$ cat src/rtl/mem_access_queue.sv
// Data-side access engine between the MEM stage and an SRAM-like data bus.
// Holds one registered issue slot plus up to DEPTH in-order outstanding transactions.
module mem_access_queue #(
    parameter int unsigned DEPTH        = 2,
    parameter int unsigned TAG_W        = 5,
    parameter int unsigned PHYS_BITS    = 29,
    parameter int unsigned UNCACHED_BIT = 29
) (
    input  logic             clk,
    input  logic             rst,
    input  logic             req_valid_i,
    output logic             req_ready_o,
    input  logic             req_wr_i,
    input  logic [1:0]       req_size_i,
    input  logic             req_signed_i,
    input  logic [31:0]      req_addr_i,
    input  logic [31:0]      req_wdata_i,
    input  logic [TAG_W-1:0] req_tag_i,
    output logic             misaligned_o,
    output logic             misaligned_store_o,
    output logic             rsp_valid_o,
    output logic             rsp_wr_o,
    output logic [TAG_W-1:0] rsp_tag_o,
    output logic [31:0]      rsp_rdata_o,
    output logic             busy_o,
    output logic             data_req,
    output logic             data_wr,
    output logic [1:0]       data_size,
    output logic [31:0]      data_addr,
    output logic [31:0]      data_wdata,
    output logic             data_uncached,
    input  logic [31:0]      data_rdata,
    input  logic             data_addr_ok,
    input  logic             data_data_ok
);

    localparam int unsigned      PTR_W     = (DEPTH > 1) ? $clog2(DEPTH) : 1;
    localparam int unsigned      CNT_W     = $clog2(DEPTH + 1);
    localparam logic [CNT_W-1:0] DEPTH_C   = CNT_W'(DEPTH);
    localparam logic [PTR_W-1:0] LAST_PTR  = PTR_W'(DEPTH - 1);
    localparam logic [31:0]      PHYS_MASK = (PHYS_BITS >= 32) ? 32'hFFFF_FFFF
                                           : ((32'h1 << PHYS_BITS) - 32'h1);

    typedef struct packed {
        logic             wr;
        logic [1:0]       size;
        logic             sgn;
        logic [TAG_W-1:0] tag;
        logic [1:0]       off;
    } entry_t;

    entry_t           slot_q, slot_d;
    logic             slot_valid_q, slot_valid_d;
    logic [31:0]      slot_addr_q, slot_addr_d;
    logic [31:0]      slot_wdata_q, slot_wdata_d;
    logic             slot_unc_q, slot_unc_d;

    entry_t           fifo_q [DEPTH];
    logic [PTR_W-1:0] wr_ptr_q, wr_ptr_d;
    logic [PTR_W-1:0] rd_ptr_q, rd_ptr_d;
    logic [CNT_W-1:0] count_q, count_d;

    logic             addr_err;
    logic             issue;
    logic             accept;
    logic             pop;
    logic [31:0]      wdata_rep;
    entry_t           head;
    logic [7:0]       lane_b;
    logic [15:0]      lane_h;

    always_comb begin
        addr_err = req_valid_i && ((req_size_i == 2'd3) ||
                                   (req_size_i == 2'd1 && req_addr_i[0]) ||
                                   (req_size_i == 2'd2 && req_addr_i[1:0] != 2'b00));
        misaligned_o       = !rst && addr_err;
        misaligned_store_o = !rst && addr_err && req_wr_i;

        // Count cannot rise while the slot waits, so data_req stays up until addr_ok.
        data_req    = slot_valid_q && (count_q < DEPTH_C);
        issue       = data_req && data_addr_ok;
        req_ready_o = !rst && (!slot_valid_q || issue);
        accept      = req_valid_i && req_ready_o && !addr_err;
        pop         = data_data_ok && (count_q != '0);
        busy_o      = slot_valid_q || (count_q != '0);

        data_wr       = slot_q.wr;
        data_size     = slot_q.size;
        data_addr     = slot_addr_q;
        data_wdata    = slot_wdata_q;
        data_uncached = slot_unc_q;
    end

    always_comb begin
        case (req_size_i)
            2'd0:    wdata_rep = {4{req_wdata_i[7:0]}};
            2'd1:    wdata_rep = {2{req_wdata_i[15:0]}};
            default: wdata_rep = req_wdata_i;
        endcase
    end

    always_comb begin
        slot_valid_d = slot_valid_q;
        slot_d       = slot_q;
        slot_addr_d  = slot_addr_q;
        slot_wdata_d = slot_wdata_q;
        slot_unc_d   = slot_unc_q;
        if (issue) begin
            slot_valid_d = 1'b0;
        end
        if (accept) begin
            slot_valid_d = 1'b1;
            slot_d.wr    = req_wr_i;
            slot_d.size  = req_size_i;
            slot_d.sgn   = req_signed_i;
            slot_d.tag   = req_tag_i;
            slot_d.off   = req_addr_i[1:0];
            slot_addr_d  = req_addr_i & PHYS_MASK;
            slot_wdata_d = wdata_rep;
            slot_unc_d   = req_addr_i[UNCACHED_BIT];
        end
    end

    always_comb begin
        wr_ptr_d = wr_ptr_q;
        rd_ptr_d = rd_ptr_q;
        count_d  = count_q;
        if (issue) begin
            wr_ptr_d = (wr_ptr_q == LAST_PTR) ? '0 : wr_ptr_q + 1'b1;
        end
        if (pop) begin
            rd_ptr_d = (rd_ptr_q == LAST_PTR) ? '0 : rd_ptr_q + 1'b1;
        end
        case ({issue, pop})
            2'b10:   count_d = count_q + 1'b1;
            2'b01:   count_d = count_q - 1'b1;
            default: count_d = count_q;
        endcase
    end

    always_ff @(posedge clk or posedge rst) begin
        if (rst) begin
            slot_valid_q <= 1'b0;
            slot_q       <= '0;
            slot_addr_q  <= '0;
            slot_wdata_q <= '0;
            slot_unc_q   <= 1'b0;
            wr_ptr_q     <= '0;
            rd_ptr_q     <= '0;
            count_q      <= '0;
        end else begin
            slot_valid_q <= slot_valid_d;
            slot_q       <= slot_d;
            slot_addr_q  <= slot_addr_d;
            slot_wdata_q <= slot_wdata_d;
            slot_unc_q   <= slot_unc_d;
            wr_ptr_q     <= wr_ptr_d;
            rd_ptr_q     <= rd_ptr_d;
            count_q      <= count_d;
        end
    end

    // Entry storage needs no reset: the head is only observed while count is non-zero.
    always_ff @(posedge clk) begin
        if (issue) begin
            fifo_q[wr_ptr_q] <= slot_q;
        end
    end

    always_comb begin
        head        = fifo_q[rd_ptr_q];
        rsp_valid_o = pop;
        rsp_wr_o    = 1'b0;
        rsp_tag_o   = '0;
        rsp_rdata_o = '0;
        case (head.off)
            2'd0:    lane_b = data_rdata[7:0];
            2'd1:    lane_b = data_rdata[15:8];
            2'd2:    lane_b = data_rdata[23:16];
            default: lane_b = data_rdata[31:24];
        endcase
        lane_h = head.off[1] ? data_rdata[31:16] : data_rdata[15:0];
        if (pop) begin
            rsp_wr_o  = head.wr;
            rsp_tag_o = head.tag;
            if (!head.wr) begin
                case (head.size)
                    2'd0:    rsp_rdata_o = {{24{head.sgn & lane_b[7]}}, lane_b};
                    2'd1:    rsp_rdata_o = {{16{head.sgn & lane_h[15]}}, lane_h};
                    default: rsp_rdata_o = data_rdata;
                endcase
            end
        end
    end

endmodule

$ cat config.mk
export PLATFORM = sky130hd
export DESIGN_NAME = mem_access_queue
export DESIGN_NICKNAME = d
export VERILOG_FILES = /design/src/rtl/mem_access_queue.sv
export SDC_FILE = /design/constraint.sdc
export NUM_CORES = 1
export LEC_CHECK = 0
export CAP_MARGIN = 20
export CORE_ASPECT_RATIO = 0.7
export CORE_UTILIZATION = 40
export DETAILED_ROUTE_END_ITERATION = 10
export PLACE_DENSITY_LB_ADDON = 0.15
export SLEW_MARGIN = 20
export SYNTH_ARGS = -nofsm -noshare
export SYNTH_HDL_FRONTEND = slang
export SYNTH_SLANG_ARGS = --single-unit
export TNS_END_PERCENT = 5
$ cat constraint.sdc
create_clock -name clk -period 3.8 [get_ports clk]
set_input_delay 0.76 -clock clk [delete_from_list [all_inputs] [get_ports clk]]
set_output_delay 0.76 -clock clk [all_outputs]
set_load 0.01 [all_outputs]
# --- After elaboration in Yosys (flattened, before gate mapping) ---
# Memory sizes are Yosys's and may differ from the RTL's.
# Index checks and enable logic that the tools add are counted.
word_totals:
  ff_bits: 78
  ramBits: 22
  in_bits: 110
  mem_count: 1
memory_table:
  columns: ["name", "words", "word_bits", "read_ports", "rd_ports_with_merged_regs", "wr", "line_no", "text"]
  rows:
  - ["fifo_q", 2, 11, 1, 0, 1, "58", "entry_t fifo_q [DEPTH];"]
classes:
  addsub: 4
  magnitude_cmp: 1
  n_eq_ne: 8
  n_mux: 15
  bitwise: 2
  reduce_logical: 25
ops:
  columns: ["op", "count"]
  rows:
  - ["one-hot mux 32 bit (2 select lines)", 2]
  - ["2-to-1 mux 32 bit", 2]
  - ["one-hot mux 8 bit (3 select lines)", 1]
  - ["2-to-1 mux 16 bit", 1]
  - ["logical AND 1 bit", 11]
  - ["== test 2 x 1 -> 1 bit, second input constant", 4]
  - ["== test 2 bit, second input constant", 4]
  - ["nonzero test 2 bit", 4]
  - ["2-to-1 mux 1 bit", 7]
  - ["zero test 2 bit", 3]
  - ["2-to-1 mux 5 bit", 1]
  - ["logical OR 1 bit", 4]
  - ["one-hot mux 2 bit (2 select lines)", 1]
  - ["zero test 1 bit", 3]
  - ["adder 1 bit, second input constant", 2]
  - ["adder 2 x 1 -> 2 bit, second input constant", 1]
  - ["bitwise AND 1 bit", 2]
  - ["< comparator 2 bit, second input constant", 1]
  - ["subtractor 2 x 1 -> 2 bit, second input constant", 1]

# --- Logic depth before layout (Yosys ltp) ---
# Gate-level depths: netlist (run 1).
logic_depth:
  ltp_word: 8
  depth_mapped: 9

# --- Worst setup path before layout (run 1) ---
# OpenSTA, ideal clock, no wires.
synth_path:
  kind: "input -> output"
  start: "input port rst"
  end: "output port misaligned_store_o"
  arrival_ns: 2.969
  t_required_ns: 3.040
  setup_slack_ns: 0.071
  path_stages: 3
  path_buffers: 0
  cell_sequence: "inv_1 -> and3_1 -> and2_1"
synth_between:
  elab_chain_len: 3
synth_lines:
  columns: ["element", "line_no", "text"]
  rows:
  - ["from (decl)", "10", "input logic rst,"]
  - ["zero test 1 bit (no source line)", null, null]
  - ["logical AND 1 bit", null, null]
  - ["via misaligned_o", "19", "output logic misaligned_o,"]
  - ["logical AND 1 bit", "77", "misaligned_store_o = !rst && addr_err && req_wr_i;"]
  - ["to (decl)", "20", "output logic misaligned_store_o,"]
# The timed path passes the listed nets, and every way through them passes these cells.

# --- Worst setup path after layout (run 1) ---
layout_path:
  start: "input port data_rdata[7]"
  end: "output port rsp_rdata_o[29]"
layout_between:
  elab_chain_len: 5
layout_lines:
  columns: ["element", "line_no", "text"]
  rows:
  - ["from (decl)", "32", "input logic [31:0] data_rdata,"]
  - ["one-hot mux 8 bit (3 select lines)", "176", "case (head.off)"]
  - ["bitwise AND 1 bit", "188", "2'd0: rsp_rdata_o = {{24{head.sgn & lane_b[7]}}, lane_b};"]
  - ["one-hot mux 32 bit (2 select lines)", "187", "case (head.size)"]
  - ["2-to-1 mux 32 bit", "186", "if (!head.wr) begin"]
  - ["2-to-1 mux 32 bit", "183", "if (pop) begin"]
  - ["to (decl)", "24", "output logic [31:0] rsp_rdata_o,"]
# Every way passes these cells.

==> results.tsv, run 1 <==
stage	metric	value	unit
worst_setup_path	Critical Path AT	2.87	ns
worst_setup_path	Buf/Inv on CP	3	
sta	worst hold slack	0.478	ns
place	Post-DP HPWL	9.98	mm
worst_setup_path	slowest stage delay, CP	0.55	ns
place	routability congestion estimate	0.881	
floorplan	# IOs	222	
drt	Post-DRT Antenna Nets	0	
worst_hold_path	Hold Path Depth	0	
grt	All-Layer GR Usage	21.9	%
synthesis	Syn. warnings	0	
cells_and_area	finished layout cell area	7400	um2
pwr	leakage power	3.04	nW
sta	period utilisation layout	95.6	%
sta	Clock Skew	0.0101	ns
sta	Highest Clock Rate	275	MHz
synthesis	Post-synth EDFFs	22	
worst_setup_path	crit-path cells	clkdlybuf4s50_1 -> nor2_1 -> o32a_1 -> o221ai_2 -> a21oi_1 -> buf_4 -> nor2_1 -> clkdlybuf4s50_1	
worst_setup_path	Worst Setup Start Kind	primary input	
floorplan	Die ar.	12400	um2
sta	final hold violation count	0	
floorplan	Horiz. Die Dim	133	um
clock_tree	CTS max path bufs	2	
synthesis	Mean Syn Cell Area	11.2	um2
drt	Residual DRC	0	
grt	vias in the first global route	4044	
worst_hold_path	Worst Hold Class	reg -> reg	
cells_and_area	commonest non-fill, non-tap cells in the layout	clkdlybuf4s50_1 (216), dfrtp_1 (76), o21ai_0 (57)	
grt	antenna violations before repair	0	
synthesis	Netlist cell types	39	
sta	worst slew pin tran	0.980	ns
drt	DR iter-0 viols	182	
clock_tree	CTS sink count	98	
place	placed cell count	784	
worst_setup_path	Crit-path slowest cell	clkdlybuf4s50_1	
cells_and_area	antenna diode count	0	
floorplan	Die Span Y	93.5	um
synthesis	Top FF cell, synth	dfrtp_1	
clock_tree	CTS Hold Buffers Added	0	
clock_tree	clock slew at reported path FFs	0.06	ns
sta	setup slack after layout	0.168	ns
status	status	completed	
sta	Final setup viols	0	
pwr	worst ir drop on vdd	0.326	mV
worst_setup_path	crit-path leading delay family	buffers and inverters	
worst_setup_path	reg2reg path depth	5	
clock_tree	H-tree levels	3	
sta	Slew headroom	34.7	%
drt	via count	4013	
drt	DR vias/cell	5.02	
grt	GR Overflow Total	0	
floorplan	Rows	33	
synthesis	Syn Std Cell Area	4780	um2
floorplan	initial core utilization	40.9	%
floorplan	core area	11700	um2
place	Buffers on Ports	216	
pwr	Design Power	4.76	mW
cells_and_area	Nets	749	
synthesis	sequential fraction of the synthesis area	53.6	%
grt	pin count of the biggest net entering global routing	77	
worst_setup_path	worst reg-to-reg setup slack	1.62	ns
worst_setup_path	CP Class	in -> out	
synthesis	synthesized flop and latch total	98	
cells_and_area	fin cells	800	
sta	Final Max Slew Viols	0	
run	Max Cap Violations	0	
worst_setup_path	worst path required time	3.04	ns
sta	RSZ-0062 raised after global routing	false	
worst_setup_path	critical-path maximum fanout	16	
worst_setup_path	Critical R2R Capture	data_addr[7]	
sta	crit path time final	3.63	ns
clock_tree	clock latency on the worst-skew pair	0.33	ns
synthesis	asr flop ratio synth	77.6	%
clock_tree	TritonCTS Buffers	9	
cells_and_area	Post-Route Utilization	63.3	%
worst_hold_path	Hold Path Origin	slot_q[7]	
cells_and_area	most common cell after layout, fill and taps aside	clkdlybuf4s50_1	
pwr	power per cell area	643	nW/um2
worst_setup_path	crit path capture type	output pin	
drt	drt wl/cell	16.6	um
worst_hold_path	Hold Crit Endpoint	fifo_q[1][7]	
cells_and_area	area grow syn2layout	54.7	%
drt	drt pass-1 iters	4	
clock_tree	CTS root buffer	clkbuf_16	
clock_tree	CTS tree	built	
worst_setup_path	Critical Path Source	data_rdata[7]	
drt	Post-Route WL	13.3	mm
grt	first-pass GRT wire length	21.0	mm
place	Area after DPL	7100	um2
synthesis	Mapped Cells	427	
worst_setup_path	reg2reg start	count_q[1]	
place	setup slack at placement	0.0460	ns
cells_and_area	share of post-route cells with drive strength above 1	12.9	%
sta	Fin Setup TNS	0	ns
==> cell families (layout without fill, tap and decap cells) <==
kind of cell	count (synthesis)	count (layout)	synth area share, %
XOR/XNOR	5	5	0.915
AND/OR/NAND/NOR	93	93	8.19
buffers and inverters	38	252	4.26
adder cells (fa/ha/maj)	1	1	0.261
other	1	3	0.0784
flip-flops	98	98	53.6
multiplexers	90	90	20.8
AO/OA/AOI/OAI	101	101	11.9
==> registers in the layout, indices dropped and copies added, names as in the netlist <==
register	cells
count_q	2
data_addr	28
data_size	2
data_uncached	1
data_wdata	32
data_wr	1
fifo_q	22
rd_ptr_q	1
slot_q	7
slot_valid_q	1
wr_ptr_q	1
==> cell usage after synthesis (8+ instances only) <==
master,n,area [um2]
mux2_2,37,417
a21oi_1,20,100
mux2i_1,43,430
clkbuf_1,14,52.6
buf_4,8,60.1
edfxtp_1,22,661
nand2_1,27,101
mux2_4,10,150
nor2_1,50,188
o21a_1,8,60.1
dfrtp_1,76,1900
o21ai_0,57,285
==> metal layers <==
layer  part of all wire, %  vias to the layer above  track usage [%]
li1                      -                     1922                -
met1                    44                     1910             28.3
met2                    46                      169             35.4
met3                   8.9                       12             7.86
met4                  0.84                        0             4.12
met5                     0                        -                0
==> where the power goes <==
group          total, mW  leakage, nW  internal, mW  switching, mW
combinational       2.17         1.78          1.24          0.931
clock              0.886        0.144         0.476          0.409
sequential          1.70         1.12          1.48          0.220
==> cell type report <==
class / count / area, um2
inverter: 5 / 20.0
multi-input combinational: 293 / 2040
clock inverter: 6 / 53.8
clock buffer: 10 / 239
timing repair buffer: 231 / 2290
tap: 157 / 196
fill: 935 / 4280
sequential: 98 / 2560
==> worst max path at each step <==
stage / slack, ns / endpoint / depth (start not counted)
after floorplan: 0.07 / misaligned_store_o / 3
after global placement: 0.11 / rsp_rdata_o[8] / 7
after detailed placement: 0.05 / rsp_rdata_o[8] / 7
after CTS: 0.05 / rsp_rdata_o[8] / 7
after global routing: 0.04 / rsp_rdata_o[21] / 8
final: 0.17 / rsp_rdata_o[29] / 8
==> worst reg2reg max path, cell delays in order (launching register included) <==
cell      delay, ns
dfrtp_1        0.40
inv_1          0.08
a21boi_0       0.31
or4b_4         0.54
buf_4          0.37
mux2_2         0.38
==> timing repair <==
item                                    CTS  global route
endpoints found under the setup margin    0            15
resized for setup                         0             2
setup buffers                             0             0
Note: power is estimated with default switching activity, not from simulation.
==> inputs of run 2 (changes only) <==
- CELL_PAD_IN_SITES_DETAIL_PLACEMENT: not set -> 0
- CELL_PAD_IN_SITES_GLOBAL_PLACEMENT: not set -> 1
- CORE_UTILIZATION: 40 -> 32
- CTS_BUF_LIST: not set -> sky130_fd_sc_hd__clkbuf_8
- CTS_CLUSTER_SIZE: not set -> 8
==> results.tsv, run 2 (synthesis gave the netlist of run 1 again) <==
stage	metric	value	unit
cells_and_area	commonest non-fill, non-tap cells in the layout	clkdlybuf4s50_1 (216), dfrtp_1 (75), o21ai_0 (57)	
worst_setup_path	crit-path leading delay family	buffers and inverters	
run	Max Cap Violations	0	
worst_setup_path	CP Class	in -> out	
grt	first-pass GRT wire length	21.4	mm
pwr	worst ir drop on vdd	0.261	mV
worst_setup_path	worst path required time	3.04	ns
sta	worst hold slack	0.478	ns
grt	vias in the first global route	3945	
worst_setup_path	crit path capture type	output pin	
place	routability congestion estimate	0.793	
cells_and_area	fin cells	832	
drt	Residual DRC	0	
clock_tree	CTS sink count	98	
drt	DR vias/cell	4.74	
sta	final hold violation count	0	
worst_setup_path	Top cell by count, worst path	clkdlybuf4s50_1	
worst_setup_path	Crit-path slowest cell	clkdlybuf4s50_1	
pwr	power per cell area	612	nW/um2
cells_and_area	Nets	748	
clock_tree	CTS tree	built	
sta	crit path time final	3.71	ns
sta	RSZ-0062 raised after global routing	false	
clock_tree	clock slew at reported path FFs	0.10	ns
status	status	completed	
worst_setup_path	critical-path maximum fanout	8	
grt	GR Overflow Total	0	
clock_tree	post-CTS setup buffer count	0	
drt	Post-Route WL	13.6	mm
grt	pin count of the biggest net entering global routing	97	
sta	Final Max Slew Viols	0	
sta	worst slew pin tran	0.932	ns
sta	period utilisation layout	97.7	%
worst_setup_path	Buf/Inv on CP	2	
floorplan	# IOs	222	
cells_and_area	# fillers	1295	
cells_and_area	area grow syn2layout	53.4	%
grt	antenna violations before repair	0	
clock_tree	clock latency on the worst-skew pair	0.36	ns
place	placed cell count	815	
floorplan	Rows	36	
drt	via count	3943	
sta	Fin Setup TNS	0	ns
sta	Final setup viols	0	
grt	All-Layer GR Usage	17.8	%
pwr	leakage power	2.99	nW
floorplan	core area	14200	um2
cells_and_area	Multi-input gate area	2040	um2
worst_hold_path	Worst Hold Class	reg -> reg	
floorplan	Die Span Y	104	um
worst_setup_path	crit-path cells	clkdlybuf4s50_1 -> nor2_1 -> o32a_1 -> o221ai_1 -> nand2_2 -> a21oi_1 -> clkdlybuf4s50_1	
worst_setup_path	Critical Path AT	2.95	ns
sta	Slew headroom	37.6	%
sta	Highest Clock Rate	269	MHz
drt	drt pass-1 iters	4	
floorplan	Die ar.	15500	um2
worst_setup_path	slowest stage delay, CP	0.58	ns
drt	DR iter-0 viols	115	
place	Post-DP HPWL	9.97	mm
worst_setup_path	Worst Setup Start Kind	primary input	
cells_and_area	share of post-route cells with drive strength above 1	12.8	%
cells_and_area	antenna diode count	0	
clock_tree	CTS root buffer	clkbuf_8	
clock_tree	TritonCTS Buffers	9	
drt	Post-DRT Antenna Nets	0	
clock_tree	H-tree levels	3	
floorplan	initial core utilization	33.6	%
cells_and_area	most common cell after layout, fill and taps aside	clkdlybuf4s50_1	
floorplan	Horiz. Die Dim	148	um
cells_and_area	FF/Latch Area	2560	um2
sta	Clock Skew	0.0143	ns
cells_and_area	number of flip-flops in the largest register	32	
clock_tree	CTS max path bufs	2	
drt	drt wl/cell	16.4	um
place	Buffers on Ports	216	
run 2: cell count changes in the layout (fill, tap and decap cells not counted), moves of 2 or more:
cell and change:
clkbuf_16 -9, clkbuf_8 +8, clkinv_4 +2, inv_8 -2, buf_4 -3
run 2: worst paths after layout:
kind                            slack (ns)           from  cells after the start              end
worst max register to register        1.65     count_q[1]                      5    data_wdata[5]
max in group asynchronous             2.32            rst                      3         rd_ptr_q
worst max-delay path                  0.09  data_rdata[7]                      7  rsp_rdata_o[10]
min in group asynchronous             0.98            rst                      3     slot_valid_q
worst min-delay path                  0.48      slot_q[4]                      0     fifo_q[0][4]
worst min register to register        0.48      slot_q[4]                      0     fifo_q[0][4]
run 2: final cells by class:
class / instances / area share [%]
clock buffers: 9 / 1.69
clock inverters: 7 / 0.699
inverters: 5 / 0.273
multi-input cells: 293 / 27.8
flip-flops and latches: 98 / 34.9
well taps: 190 / 3.24
repair buffers: 230 / 31.4
run 2: routing by layer:
metal	up-vias	track usage, %	share of wire [%]
met5	-	0	0
met4	0	4.05	0.91
met3	14	6.32	7.1
met2	118	28.7	47
met1	1889	22.7	45
li1	1922	-	-
run 2: per-stage QoR:
step / cell area (um2) / total power, mW / worst slack [ns] / utilization [%]
final: 7340 / 4.50 / 0.0886 / 51.6
after global placement: 7130 / 3.86 / 0.103 / 50.1
after global routing: 7340 / 4.79 / 0.0163 / 51.6
after floorplan: 4790 / 2.73 / 0.0713 / -
after CTS: 7300 / 4.54 / 0.0147 / 51.3
after detailed placement: 7130 / 3.90 / 0.0160 / 50.1
run 2: repair_timing:
action | CTS | global route
setup endpoints to repair | 0 | 13
resized for setup | 0 | 3
hold buffers | 0 | 0
run 2: where the power goes:
part / total (mW) / switching [mW] / internal (mW)
Sequential: 1.72 / 0.239 / 1.48
Clock: 0.618 / 0.376 / 0.242
Combinational: 2.16 / 0.908 / 1.25
